--- src/rtl/mem_arbiter.sv ---
// mem_arbiter: shares one synchronous single-port RAM between the instruction
// fetch port (read-only) and the data port (read/write). One transaction at a
// time, round-robin on contention, and the RAM's one-cycle read latency is
// absorbed by a dedicated READ state.
module mem_arbiter #(
    parameter int ADDR_W = 8,
    parameter int DATA_W = 16
) (
    input  logic              clk,
    input  logic              rst_n,
    // fetch port
    input  logic              if_req,
    input  logic [ADDR_W-1:0] if_addr,
    output logic              if_ack,
    output logic [DATA_W-1:0] if_rdata,
    // data port
    input  logic              d_req,
    input  logic              d_we,
    input  logic [ADDR_W-1:0] d_addr,
    input  logic [DATA_W-1:0] d_wdata,
    output logic              d_ack,
    output logic [DATA_W-1:0] d_rdata,
    // RAM side
    output logic [ADDR_W-1:0] mem_addr,
    output logic              mem_we,
    output logic [DATA_W-1:0] mem_wdata,
    input  logic [DATA_W-1:0] mem_rdata,
    // status
    output logic              busy,
    output logic              last_grant
);

    typedef enum logic [1:0] {IDLE, ACCESS, READ} state_t;

    state_t              r_state;
    logic                r_port;        // 0 = fetch, 1 = data
    logic [ADDR_W-1:0]   r_mem_addr;
    logic                r_mem_we;
    logic [DATA_W-1:0]   r_mem_wdata;
    logic                r_if_ack;
    logic                r_d_ack;
    logic                r_busy;
    logic                r_last_grant;
    logic [DATA_W-1:0]   r_if_rdata;
    logic [DATA_W-1:0]   r_d_rdata;

    logic                w_gnt_d;
    logic                w_gnt_if;
    logic                w_rd_done;

    // Data wins when fetch is idle or when fetch was served last.
    assign w_gnt_d  = d_req & (~if_req | ~r_last_grant);
    assign w_gnt_if = if_req & ~w_gnt_d;

    // Read completion cycle; a reset cycle never completes anything.
    assign w_rd_done = (r_state == READ) & rst_n;

    // Strobes are masked by reset so a reset cycle never writes or acks.
    assign mem_we     = r_mem_we & rst_n;
    assign if_ack     = r_if_ack & rst_n;
    assign d_ack      = r_d_ack & rst_n;
    assign mem_addr   = r_mem_addr;
    assign mem_wdata  = r_mem_wdata;
    assign busy       = r_busy;
    assign last_grant = r_last_grant;

    // Read data bypasses straight from the RAM in the ack cycle, otherwise
    // the capture register holds the last completed read of that port.
    assign if_rdata = (w_rd_done && !r_port) ? mem_rdata : r_if_rdata;
    assign d_rdata  = (w_rd_done &&  r_port) ? mem_rdata : r_d_rdata;

    // Arbitration FSM; RAM controls, acks and busy are registered with the state.
    always_ff @(posedge clk) begin
        if (!rst_n) begin
            r_state      <= IDLE;
            r_port       <= 1'b0;
            r_mem_addr   <= '0;
            r_mem_we     <= 1'b0;
            r_mem_wdata  <= '0;
            r_if_ack     <= 1'b0;
            r_d_ack      <= 1'b0;
            r_busy       <= 1'b0;
            r_last_grant <= 1'b1;
            r_if_rdata   <= '0;
            r_d_rdata    <= '0;
        end else begin
            case (r_state)
                IDLE: begin
                    if (w_gnt_if || w_gnt_d) begin
                        r_state      <= ACCESS;
                        r_port       <= w_gnt_d;
                        r_last_grant <= w_gnt_d;
                        r_mem_addr   <= w_gnt_d ? d_addr : if_addr;
                        r_mem_wdata  <= w_gnt_d ? d_wdata : '0;
                        r_mem_we     <= w_gnt_d & d_we;
                        // A write completes in the ACCESS cycle itself.
                        r_d_ack      <= w_gnt_d & d_we;
                        r_if_ack     <= 1'b0;
                        r_busy       <= 1'b1;
                    end
                end
                ACCESS: begin
                    if (r_mem_we) begin
                        r_state     <= IDLE;
                        r_mem_addr  <= '0;
                        r_mem_we    <= 1'b0;
                        r_mem_wdata <= '0;
                        r_d_ack     <= 1'b0;
                        r_busy      <= 1'b0;
                    end else begin
                        // Keep the address up while the RAM returns data.
                        r_state     <= READ;
                        r_mem_wdata <= '0;
                        r_if_ack    <= ~r_port;
                        r_d_ack     <= r_port;
                    end
                end
                READ: begin
                    if (r_port) r_d_rdata  <= mem_rdata;
                    else        r_if_rdata <= mem_rdata;
                    r_state    <= IDLE;
                    r_mem_addr <= '0;
                    r_if_ack   <= 1'b0;
                    r_d_ack    <= 1'b0;
                    r_busy     <= 1'b0;
                end
                default: begin
                    r_state    <= IDLE;
                    r_mem_addr <= '0;
                    r_mem_we   <= 1'b0;
                    r_if_ack   <= 1'b0;
                    r_d_ack    <= 1'b0;
                    r_busy     <= 1'b0;
                end
            endcase
        end
    end

endmodule

--- config.mk ---
export PLATFORM = sky130hd
export DESIGN_NAME = mem_arbiter
export DESIGN_NICKNAME = d
export VERILOG_FILES = /design/src/rtl/mem_arbiter.sv
export SDC_FILE = /design/constraint.sdc
export NUM_CORES = 1
export LEC_CHECK = 0
export BUFFER_PORTS_ARGS = -buffer_cell sky130_fd_sc_hd__buf_2
export CAP_MARGIN = 10
export CORE_MARGIN = 3
export CORE_UTILIZATION = 38
export DETAILED_ROUTE_END_ITERATION = 10
export PLACE_DENSITY = 0.77
export SYNTH_ARGS = -nofsm -noshare
export SYNTH_HDL_FRONTEND = slang
export SYNTH_SLANG_ARGS = --single-unit
export TNS_END_PERCENT = 20
--- constraint.sdc ---
create_clock -name clk -period 1.7 [get_ports clk]
set_input_delay 0.085 -clock clk [delete_from_list [all_inputs] [get_ports clk]]
set_output_delay 0.085 -clock clk [all_outputs]
set_load 0.05 [all_outputs]
==> results by group, run 1 <==
STA
  • Slew HR: 43.82%
  • Setup ws final: -0.1703 ns
  • Worst-Margin Slew: 0.8378 ns
  • Worst Skew: 0.01384 ns
  • Setup TNS: -4.467 ns
  • Max Freq: 0.5347 GHz
  • Final hold slack: 0.01827 ns
  • Final max-slew violation count: 0
  • Final critical-path share of the clock period: 110.0%
  • Final setup viols: 32
  • RSZ-0062 raised after global routing: true
  • Hold Vio Cnt, Final: 0
  • Tmin final: 1.870 ns

Critical path
  • Critical Path Max Stage Delay: 0.32 ns
  • Critical path cell sequence: nand2b_4, nor3_4, buf_6, buf_12, mux2_4, buf_6
  • Top Family by Delay on Critical Path: buffers and inverters
  • Buf/Inv on CP: 3
  • CP most frequent cell: buf_6
  • CP Launch Type: flip-flop
  • Worst path slowest cell: dfxtp_2
  • Worst EP required: 1.62 ns
  • WP data arrival: 1.79 ns
  • CP Class: reg -> out
  • Crit Path Max Fanout: 8
  • CP Capture Type: primary output

Synthesis
  • Synth cell types: 36
  • Synth Flop Type: dfxtp_1
  • Seq cells post-synth: 64
  • Warnings from Yosys: 0
  • Post-Synthesis Cell Area: 2740 sq um
  • Avg Synthesized Cell Area: 10.96 sq um
  • Syn_nets: 303
  • EDFF count, synth: 0
  • Mapped Cells: 250
  • Post-synth ARST share: 0%
  • Seq/Total Area, Yosys: 46.76%

Layout
  • Number of nets in the layout: 440
  • N_diodes: 0
  • Filler cells: 567
  • Area delta synth->final: 57.44%
  • Most frequent cells in the layout: buf_2 (81), dfxtp_1 (61), a22o_1 (32)
  • Fraction of layout cells with a size suffix above 1: 49.49%
  • Most common cell after layout, fill and taps aside: buf_2
  • Design Area, Final: 4314 sq um

Power
  • Leak pwr: 1.921 nW
  • P per Cell Area: 961.6 nW/um^2
  • Max VDD drop: 503.3 uV

GRT
  • Largest net degree at the start of global routing: 26
  • Total track usage: 19.76%
  • GR Overflow Total: 0
  • First-pass GRT wire length: 13,130 microns
  • Number of global-route vias before repair: 2,602
  • Initial antenna violation count: 0

Floorplanning
  • I/O pins: 114
  • Die Wd: 90.92 microns
  • Die H: 90.92 microns
  • Initial Util: 39.67%
  • Die ar.: 8266 sq um
  • FP Rows: 30
  • Total core area: 6907 sq um

CTS
  • Total CTS buffers: 9
  • TritonCTS Sinks: 64
  • TritonCTS clock tree: done
  • Root Driver: clkbuf_8
  • Clock Pin Slew Worst Setup and Hold Paths: 0.07 ns
  • CTS H-tree depth: 3
  • Max Buffers Root-to-Sink: 2
  • Clk Latency, worst-skew pair: 0.33 ns

Place
  • Placement-stage cell area: 3421 sq um
  • IO Port Bufs: 113
  • Routability Congestion: 0.7969
  • Placement Setup Slack: 0.06855 ns
  • DP HPWL: 4657 microns

Route
  • TritonRoute pass-1 iters: 4
  • Vias per inst: 5.168
  • Overall routed net length: 8137 microns
  • DRT iter0 DRCs: 122
  • Vias: 2,522
  • Drc violations: 0
  • Antenna-violating nets left: 0
  • Routed len/inst: 16.67 microns

Status
  • Run status: complete, but fails checks
  • Failing checks: negative setup slack

Flow run
  • Max-cap viol count: 0

Min path
  • Hold WC Path Type: in -> reg
==> registers in the layout (all words and copies together), names as in the netlist <==
| name | cells |
|---|---|
| busy | 1 |
| last_grant | 1 |
| mem_addr | 8 |
| mem_wdata | 16 |
| r_d_ack | 1 |
| r_d_rdata | 16 |
| r_if_ack | 1 |
| r_if_rdata | 16 |
| r_mem_we | 1 |
| r_port | 1 |
| r_state | 2 |
==> metrics by stage <==
| stage | cells | total power [W] | utilization, % |
|---|---|---|---|
| detailed placement | 449 | 0.002288 | 49.53 |
| floorplan | 250 | 0.002084 | - |
| global placement | 449 | 0.002277 | 49.53 |
| CTS | 488 | 0.004169 | 62.03 |
| global route | 488 | 0.004307 | 62.46 |
| finish | 488 | 0.004148 | 62.46 |
==> power by group <==
part	leakage (nW)	switching [W]	total [W]	internal [W]
registers	0.522	0.0000384	0.00160	0.00156
clock network	0.137	0.000603	0.00178	0.00117
logic	1.26	0.000472	0.000768	0.000297
total	1.92	0.00111	0.00415	0.00303
==> kinds of logic after synthesis <==
kind of cell | synth area share, %
simple gates | 9.224
compound gates | 23.65
flops | 46.76
mux | 16.07
buf+inv | 4.292
==> cell usage after synthesis (2+ instances only) <==
cell       instances  area (sq um)
dfxtp_1           64          1281
buf_2              6         30.03
a21boi_2           2         22.52
nand2_1            2         7.510
o2bb2ai_1          8         70.07
buf_4              4         30.03
nand2b_1           3         18.77
nand3_1           17         85.08
nor2_1             4         15.01
a21boi_0          17         127.6
clkbuf_1           5         18.77
nor3_4             2         32.53
buf_6              2         22.52
mux2i_1            8         80.08
and2_1             4         25.02
o21ai_0           18         90.09
a22o_1            32         280.3
inv_1              2         7.510
nor2b_1            2         12.51
mux2_2            31         349.1
a21oi_1            2         10.01
==> worst paths after layout <==
check / slack, ns / cells after the start / endpoint / startpoint
max: -0.17 / 6 / if_rdata[1] / r_state[0]$_SDFFE_PN0N_
max reg2reg: 0.18 / 7 / r_if_rdata[10]$_SDFFE_PN0P_ / r_state[0]$_SDFFE_PN0N_
min: 0.02 / 3 / mem_wdata[12]$_SDFFE_PN0P_ / d_wdata[12]
min reg2reg: 0.46 / 1 / busy$_SDFFE_PN0P_ / busy$_SDFFE_PN0P_
==> layer usage <==
layer | wire [microns] | share of wire (%) | up-vias | track usage [%]
met4 | 160 | 2.0 | 0 | 8.543
met5 | 0 | 0 | - | 0
met1 | 3411 | 42 | 1194 | 23.83
met2 | 4128 | 51 | 98 | 34.59
li1 | - | - | 1216 | -
met3 | 437 | 5.4 | 14 | 3.167
==> worst min-delay path: cells and delay by family <==
family,cells,cell delay [ns]
buffers and inverters,1,0.10
AO/OA/AOI/OAI,1,0.07
AND/OR/NAND/NOR,1,0.05
==> what timing repair did <==
item / CTS / global route
hold buffers: 12 / 0
pin swaps: 2 / 1
hold endpoints to repair: 16 / 0
resized for setup: 94 / 14
buffers inserted: 7 / 1
cloned: 4 / 0
setup endpoints to repair: 32 / 32
==> layout make-up <==
cell class                      instances  area [sq um]  share of cell area, %
Inverter                                3         11.26                 0.2610
Timing Repair Buffer                  144          1204                  27.90
Multi-Input combinational cell        165          1414                  32.77
Clock inverter                          6         137.6                  3.190
Sequential cell                        64          1290                  29.90
Clock buffer                           10         137.6                  3.190
Tap cell                               96         120.1                  2.784
Power figures use the tool's default switching activity.
==> inputs of run 2 (changes only) <==
--- a/config.mk
+++ b/config.mk
@@ -10,7 +10,7 @@
 export CORE_MARGIN = 3
 export CORE_UTILIZATION = 38
 export DETAILED_ROUTE_END_ITERATION = 10
-export PLACE_DENSITY = 0.77
+export PLACE_DENSITY_LB_ADDON = 0.15
 export SYNTH_ARGS = -nofsm -noshare
 export SYNTH_HDL_FRONTEND = slang
 export SYNTH_SLANG_ARGS = --single-unit
==> results by group, run 2 (synthesized netlist as in run 1, its figures left out) <==
Layout
  • Fraction of layout cells with a size suffix above 1: 47.76% (-1.7 points)
  • Post-route insts no fill: 498 (+2.0%)
  • Area delta synth->final: 62.28%
  • N_diodes: 0 (unchanged)
  • Most common cell after layout, fill and taps aside: buf_2
  • Most frequent cells in the layout: buf_2 (81), dfxtp_1 (63), mux2_4 (32), a22o_1 (32), buf_8 (31)
  • Number of nets in the layout: 450 (+2.3%)
  • Post-layout util: 64.38% (+1.9 points)

Floorplanning
  • Die H: 90.92 microns (unchanged)
  • Die ar.: 8266 sq um (unchanged)
  • I/O pins: 114 (unchanged)
  • Die Wd: 90.92 microns (unchanged)
  • Initial Util: 39.67% (unchanged)
  • Total core area: 6907 sq um (unchanged)
  • FP Rows: 30 (unchanged)

Critical path
  • Reg2Reg Depth: 4 (-3)
  • Worst path slowest cell: mux2_4
  • Worst EP required: 1.62 ns (about the same)
  • CP Class: reg -> out
  • Critical path cell sequence: nand2b_4, nor3_4, buf_6, buf_16, mux2_4, buf_8
  • Critical Path Max Stage Delay: 0.32 ns (about the same)
  • Crit Path Max Fanout: 8 (unchanged)
  • CP Capture Type: primary output
  • R2r endpoint: r_if_rdata[8]$_SDFFE_PN0P_
  • CP Launch Type: flip-flop
  • WP data arrival: 1.78 ns (about the same)
  • Buf/Inv on CP: 3 (unchanged)
  • Critical Path Source: r_state[0]$_SDFFE_PN0N_
  • FF-to-FF setup slack: 0.12 ns (-0.06 ns)
  • Worst r2r src: r_state[1]$_SDFFE_PN0N_
  • Top Family by Delay on Critical Path: buffers and inverters

Place
  • DP Cell Count: 453 (+0.89%)
  • Placement Setup Slack: 0.1108 ns (+0.04224 ns)
  • IO Port Bufs: 113 (unchanged)
  • Routability Congestion: 0.7401 (-7.1%)
  • DP HPWL: 4550 microns (-2.3%)

Power
  • Switch share: 28.44% (+1.6 points)
  • Combinational share of power: 20.9% (+2.4 points)
  • Max VDD drop: 617.7 uV (+23%)
  • Net Sw Power: 0.001082 W (-2.8%)
  • Internal Power: 0.002722 W (-10%)
  • P per Cell Area: 855.3 nW/um^2 (-11%)
  • Leak pwr: 1.966 nW (+2.4%)
  • Sequential Power Share: 42.1% (+3.5 points)
  • Clock power share: 36.9% (-5.9 points)

STA
  • Max Freq: 0.5368 GHz (+0.40%)
  • Tmin final: 1.863 ns (-0.007543 ns)
  • Final hold slack: 0.01786 ns (-0.0004080 ns)
  • Worst Skew: 0.005762 ns (-0.008082 ns)
  • Setup TNS: -4.238 ns (+0.2287 ns)
  • Final critical-path share of the clock period: 109.6% (-0.44 points)
  • Slew HR: 47.73% (+3.9 points)
  • Hold Vio Cnt, Final: 0 (unchanged)
  • Final max-slew violation count: 0 (unchanged)
  • Worst-Margin Slew: 0.7795 ns (-0.05831 ns)
  • RSZ-0062 raised after global routing: true
  • Final setup viols: 32 (unchanged)
  • Setup ws final: -0.1628 ns (+0.007543 ns)

Route
  • Vias: 2,500 (-0.87%)
  • TritonRoute pass-1 iters: 4 (unchanged)
  • Overall routed net length: 7904 microns (-2.9%)
  • DRT iter0 DRCs: 60 (-51%)
  • Routed len/inst: 15.87 microns (-4.8%)
  • Drc violations: 0 (unchanged)
  • Vias per inst: 5.020 (-2.9%)
  • Antenna-violating nets left: 0 (unchanged)

GRT
  • GR Overflow Total: 0 (unchanged)
  • First-pass GRT wire length: 12,960 microns (-1.3%)
  • Number of global-route vias before repair: 2,645 (+1.7%)
  • Initial antenna violation count: 0 (unchanged)
  • Total track usage: 19.39% (-0.37 points)
  • Largest net degree at the start of global routing: 26 (unchanged)

Flow run
  • Max-cap viol count: 0 (unchanged)

Min path
  • Worst hold start: if_addr[0]
  • WHS Endpoint: mem_addr[0]$_SDFFE_PN0P_
  • Hold Crit Depth: 3 (unchanged)
  • Hold WC Path Type: in -> reg

CTS
  • Root Driver: clkbuf_8
  • CTS H-tree depth: 3 (unchanged)
  • Total CTS buffers: 9 (unchanged)
  • Clk Latency, worst-skew pair: 0.33 ns (about the same)
  • Clock Pin Slew Worst Setup and Hold Paths: 0.07 ns (about the same)
  • TritonCTS Sinks: 64 (unchanged)
  • Max Buffers Root-to-Sink: 2 (unchanged)
  • TritonCTS clock tree: done

Status
  • Failing checks: negative setup slack
  • Run status: complete, but fails checks
==> run 2: final cells by class <==
cell class                      count  area (sq um)
Tap cell                           96         120.1
Fill cell                         600          2460
Timing Repair Buffer              154          1338
Multi-Input combinational cell    165          1478
Clock buffer                       14         182.7
Sequential cell                    64          1282
Inverter                            3         11.26
Clock inverter                      2         35.03
==> run 2: worst max-delay path by stage <==
stage / to / slack, ns / cells past startpoint
final: d_rdata[2] / -0.16 / 6
after CTS: d_rdata[15] / -0.18 / 6
after detailed placement: r_d_rdata[8]$_SDFFE_PN0P_ / 0.11 / 4
after floorplan: d_rdata[14] / 0.13 / 4
after global placement: r_d_rdata[5]$_SDFFE_PN0P_ / 0.11 / 4
after global routing: d_rdata[15] / -0.24 / 6
==> run 2: stage by stage <==
| stage | cell area (sq um) | total power, W |
|---|---|---|
| CTS | 4355 | 0.003803 |
| floorplan | 2740 | 0.002084 |
| finish | 4447 | 0.003803 |
| global placement | 3438 | 0.002289 |
| global route | 4447 | 0.003955 |
| detailed placement | 3438 | 0.002293 |
==> run 2: repair_timing <==
action,CTS,global route
pin swaps,2,1
endpoints found under the hold margin,22,0
cloned,4,0
hold buffers,20,0
endpoints found under the setup margin,32,43
gates resized for setup,102,34
setup buffers,6,1
==> run 2: power groups by stage <==
stage	clock, W	sequential (W)	combinational, W
finish	0.00141	0.00160	0.000796
global route	0.00150	0.00161	0.000848
CTS	0.00144	0.00160	0.000763
detailed placement	0	0.00163	0.000661
global placement	0	0.00163	0.000656
floorplan	0	0.00177	0.000317
==> run 2: routing by layer <==
metal / vias up / GRT usage (%) / part of all wire (%) / wire length (microns)
met1: 1185 / 25.13 / 47 / 3715
met3: 8 / 5.000 / 4.7 / 373
met4: 0 / 6.784 / 0.90 / 71
met2: 79 / 31.25 / 47 / 3743
li1: 1228 / - / - / -
met5: - / 0 / 0 / 0
==> run 2: worst min-delay path, cell delays in order <==
cell       delay [ns]
buf_2            0.07
mux2i_1          0.05
o2bb2ai_1        0.11
==> inputs of run 3 (changes only) <==
--- a/config.mk
+++ b/config.mk
@@ -9,6 +9,7 @@
 export CAP_MARGIN = 10
 export CORE_MARGIN = 3
 export CORE_UTILIZATION = 38
+export CTS_BUF_LIST = sky130_fd_sc_hd__clkbuf_4 sky130_fd_sc_hd__clkbuf_8
 export DETAILED_ROUTE_END_ITERATION = 10
 export PLACE_DENSITY_LB_ADDON = 0.15
 export SYNTH_ARGS = -nofsm -noshare
==> results by group, run 3 (synthesized netlist as in run 1, its figures left out) <==
Status
  • Run status: complete, but fails checks
  • Failing checks: negative setup slack

STA
  • Setup ws final: -0.1628 ns (unchanged)
  • Final critical-path share of the clock period: 109.6% (unchanged)
  • Final max-slew violation count: 0 (unchanged)
  • Final setup viols: 32 (unchanged)
  • Hold Vio Cnt, Final: 0 (unchanged)
  • Worst Skew: 0.005762 ns (unchanged)
  • Worst-Margin Slew: 0.7796 ns (+0.0001116 ns)
  • Slew HR: 47.72% (about the same)
  • Max Freq: 0.5368 GHz (unchanged)
  • RSZ-0062 raised after global routing: true
  • Tmin final: 1.863 ns (unchanged)
  • Final hold slack: 0.01786 ns (unchanged)

Place
  • Routability Congestion: 0.7401 (unchanged)
  • IO Port Bufs: 113 (unchanged)
  • DP HPWL: 4550 microns (unchanged)

Power
  • Switch share: 28.30% (-0.14 points)
  • Internal Power: 0.002737 W (+0.59%)
  • Combinational share of power: 20.9% (about the same)
  • Net Sw Power: 0.001081 W (-0.12%)
  • Clock power share: 37.2% (+0.3 points)
  • P per Cell Area: 857.9 nW/um^2 (+0.30%)
  • Leak pwr: 1.970 nW (+0.17%)
  • Sequential Power Share: 42.0% (about the same)
  • Total power draw: 0.003818 W (+0.38%)
  • Max VDD drop: 619.3 uV (+0.26%)

CTS
  • Total CTS buffers: 9 (unchanged)
  • Root Driver: clkbuf_8
  • CTS H-tree depth: 3 (unchanged)
  • TritonCTS clock tree: done
  • Max Buffers Root-to-Sink: 2 (unchanged)
  • TritonCTS Sinks: 64 (unchanged)
  • Clk Latency, worst-skew pair: 0.33 ns (about the same)
  • Clock Pin Slew Worst Setup and Hold Paths: 0.07 ns (about the same)

Floorplanning
  • Total core area: 6907 sq um (unchanged)
  • Die Wd: 90.92 microns (unchanged)
  • I/O pins: 114 (unchanged)
  • Die ar.: 8266 sq um (unchanged)
  • Initial Util: 39.67% (unchanged)
  • Die H: 90.92 microns (unchanged)
  • FP Rows: 30 (unchanged)

Layout
  • Filler cells: 598 (-0.33%)
  • Area delta synth->final: 62.42% (about the same)
  • Fraction of layout cells with a size suffix above 1: 48.01% (+0.25 points)
  • Number of nets in the layout: 450 (unchanged)
  • Most common cell after layout, fill and taps aside: buf_2
  • N_diodes: 0 (unchanged)
  • Post-layout util: 64.44% (about the same)
  • Most frequent cells in the layout: buf_2 (81), dfxtp_1 (63), mux2_4 (32), a22o_1 (32), buf_8 (31)

Route
  • Routed len/inst: 15.87 microns (about the same)
  • TritonRoute pass-1 iters: 4 (unchanged)
  • Overall routed net length: 7902 microns (about the same)
  • Antenna-violating nets left: 0 (unchanged)
  • Vias per inst: 5.020 (unchanged)
  • DRT iter0 DRCs: 60 (unchanged)
  • Vias: 2,500 (unchanged)
  • Drc violations: 0 (unchanged)

Critical path
  • R2r endpoint: r_if_rdata[8]$_SDFFE_PN0P_
  • Crit Path Max Fanout: 8 (unchanged)
  • Reg2Reg Depth: 4 (unchanged)
  • Worst r2r src: r_state[1]$_SDFFE_PN0N_
  • WP data arrival: 1.78 ns (about the same)
  • CP Launch Type: flip-flop
  • CP Capture Type: primary output
  • CP Class: reg -> out
  • Worst EP required: 1.62 ns (about the same)
  • FF-to-FF setup slack: 0.12 ns (about the same)

Min path
  • Hold Crit Depth: 3 (unchanged)
  • WHS Endpoint: mem_addr[0]$_SDFFE_PN0P_
  • Hold WC Path Type: in -> reg
  • Worst hold start: if_addr[0]

GRT
  • GR Overflow Total: 0 (unchanged)
  • Largest net degree at the start of global routing: 26 (unchanged)
  • First-pass GRT wire length: 12,960 microns (unchanged)
  • Total track usage: 19.39% (unchanged)
  • Number of global-route vias before repair: 2,645 (unchanged)
  • Initial antenna violation count: 0 (unchanged)

Flow run
  • Max-cap viol count: 0 (unchanged)
==> run 3: cell counts in the layout (fill, tap and decap cells not counted) <==
No cell type changed its count.
==> run 3: metal layers <==
metal	part of all wire [%]	wire length (microns)	global-route usage, %	up-vias
met1	47	3712	25.13	1185
met2	47	3745	31.25	79
met4	0.90	71	6.784	0
met3	4.7	373	5.000	8
li1	-	-	-	1228
met5	0	0	0	-
==> run 3: worst max-delay path by stage <==
stage,startpoint,end,slack (ns)
global route,r_state[0]$_SDFFE_PN0N_,d_rdata[15],-0.24
global placement,r_state[1]$_SDFFE_PN0N_,r_d_rdata[5]$_SDFFE_PN0P_,0.11
CTS,r_state[0]$_SDFFE_PN0N_,d_rdata[15],-0.18
floorplan,r_state[0]$_SDFFE_PN0N_,d_rdata[14],0.13
finish,r_state[0]$_SDFFE_PN0N_,d_rdata[2],-0.16
detailed placement,r_state[1]$_SDFFE_PN0N_,r_d_rdata[8]$_SDFFE_PN0P_,0.11
==> run 3: layout make-up <==
cell class	instances	area, sq um	share of cell area, %
multi-input cells	165	1478	33.20
repair buffers	154	1338	30.05
flip-flops and latches	64	1282	28.82
clock buffers	14	186.4	4.189
well taps	96	120.1	2.699
clock inverters	2	35.03	0.7872
inverters	3	11.26	0.2530
==> run 3: worst max-delay path: stages (launching register included) <==
cell	delay, ns
dfxtp_1	0.31
nand2b_4	0.17
nor3_4	0.22
buf_6	0.14
buf_16	0.14
mux2_4	0.32
buf_8	0.15
==> run 3: repair_timing <==
item	in CTS	in global routing
pin swaps	2	1
cloned	4	0
hold endpoints to repair	22	0
gates resized for setup	102	34
setup endpoints to repair	32	43
hold buffers	20	0
setup buffers	6	1
==> run 3: power groups by stage <==
stage | clock, W | combinational [W] | sequential (W)
final | 0.00142 | 0.000797 | 0.00160
after global routing | 0.00151 | 0.000848 | 0.00161
after CTS | 0.00146 | 0.000763 | 0.00160
after detailed placement | 0 | 0.000661 | 0.00163
after global placement | 0 | 0.000656 | 0.00163
after floorplan | 0 | 0.000317 | 0.00177
==> run 3: per-stage QoR <==
step	instances	setup TNS [ns]	worst slack [ns]	instance area, sq um
after floorplan	250	0	0.1315	2740
after global placement	453	0	0.1093	3438
after detailed placement	453	0	0.1108	3438
after CTS	499	-5.406	-0.1827	4359
after global routing	498	-6.724	-0.2355	4451
final	498	-4.238	-0.1628	4451
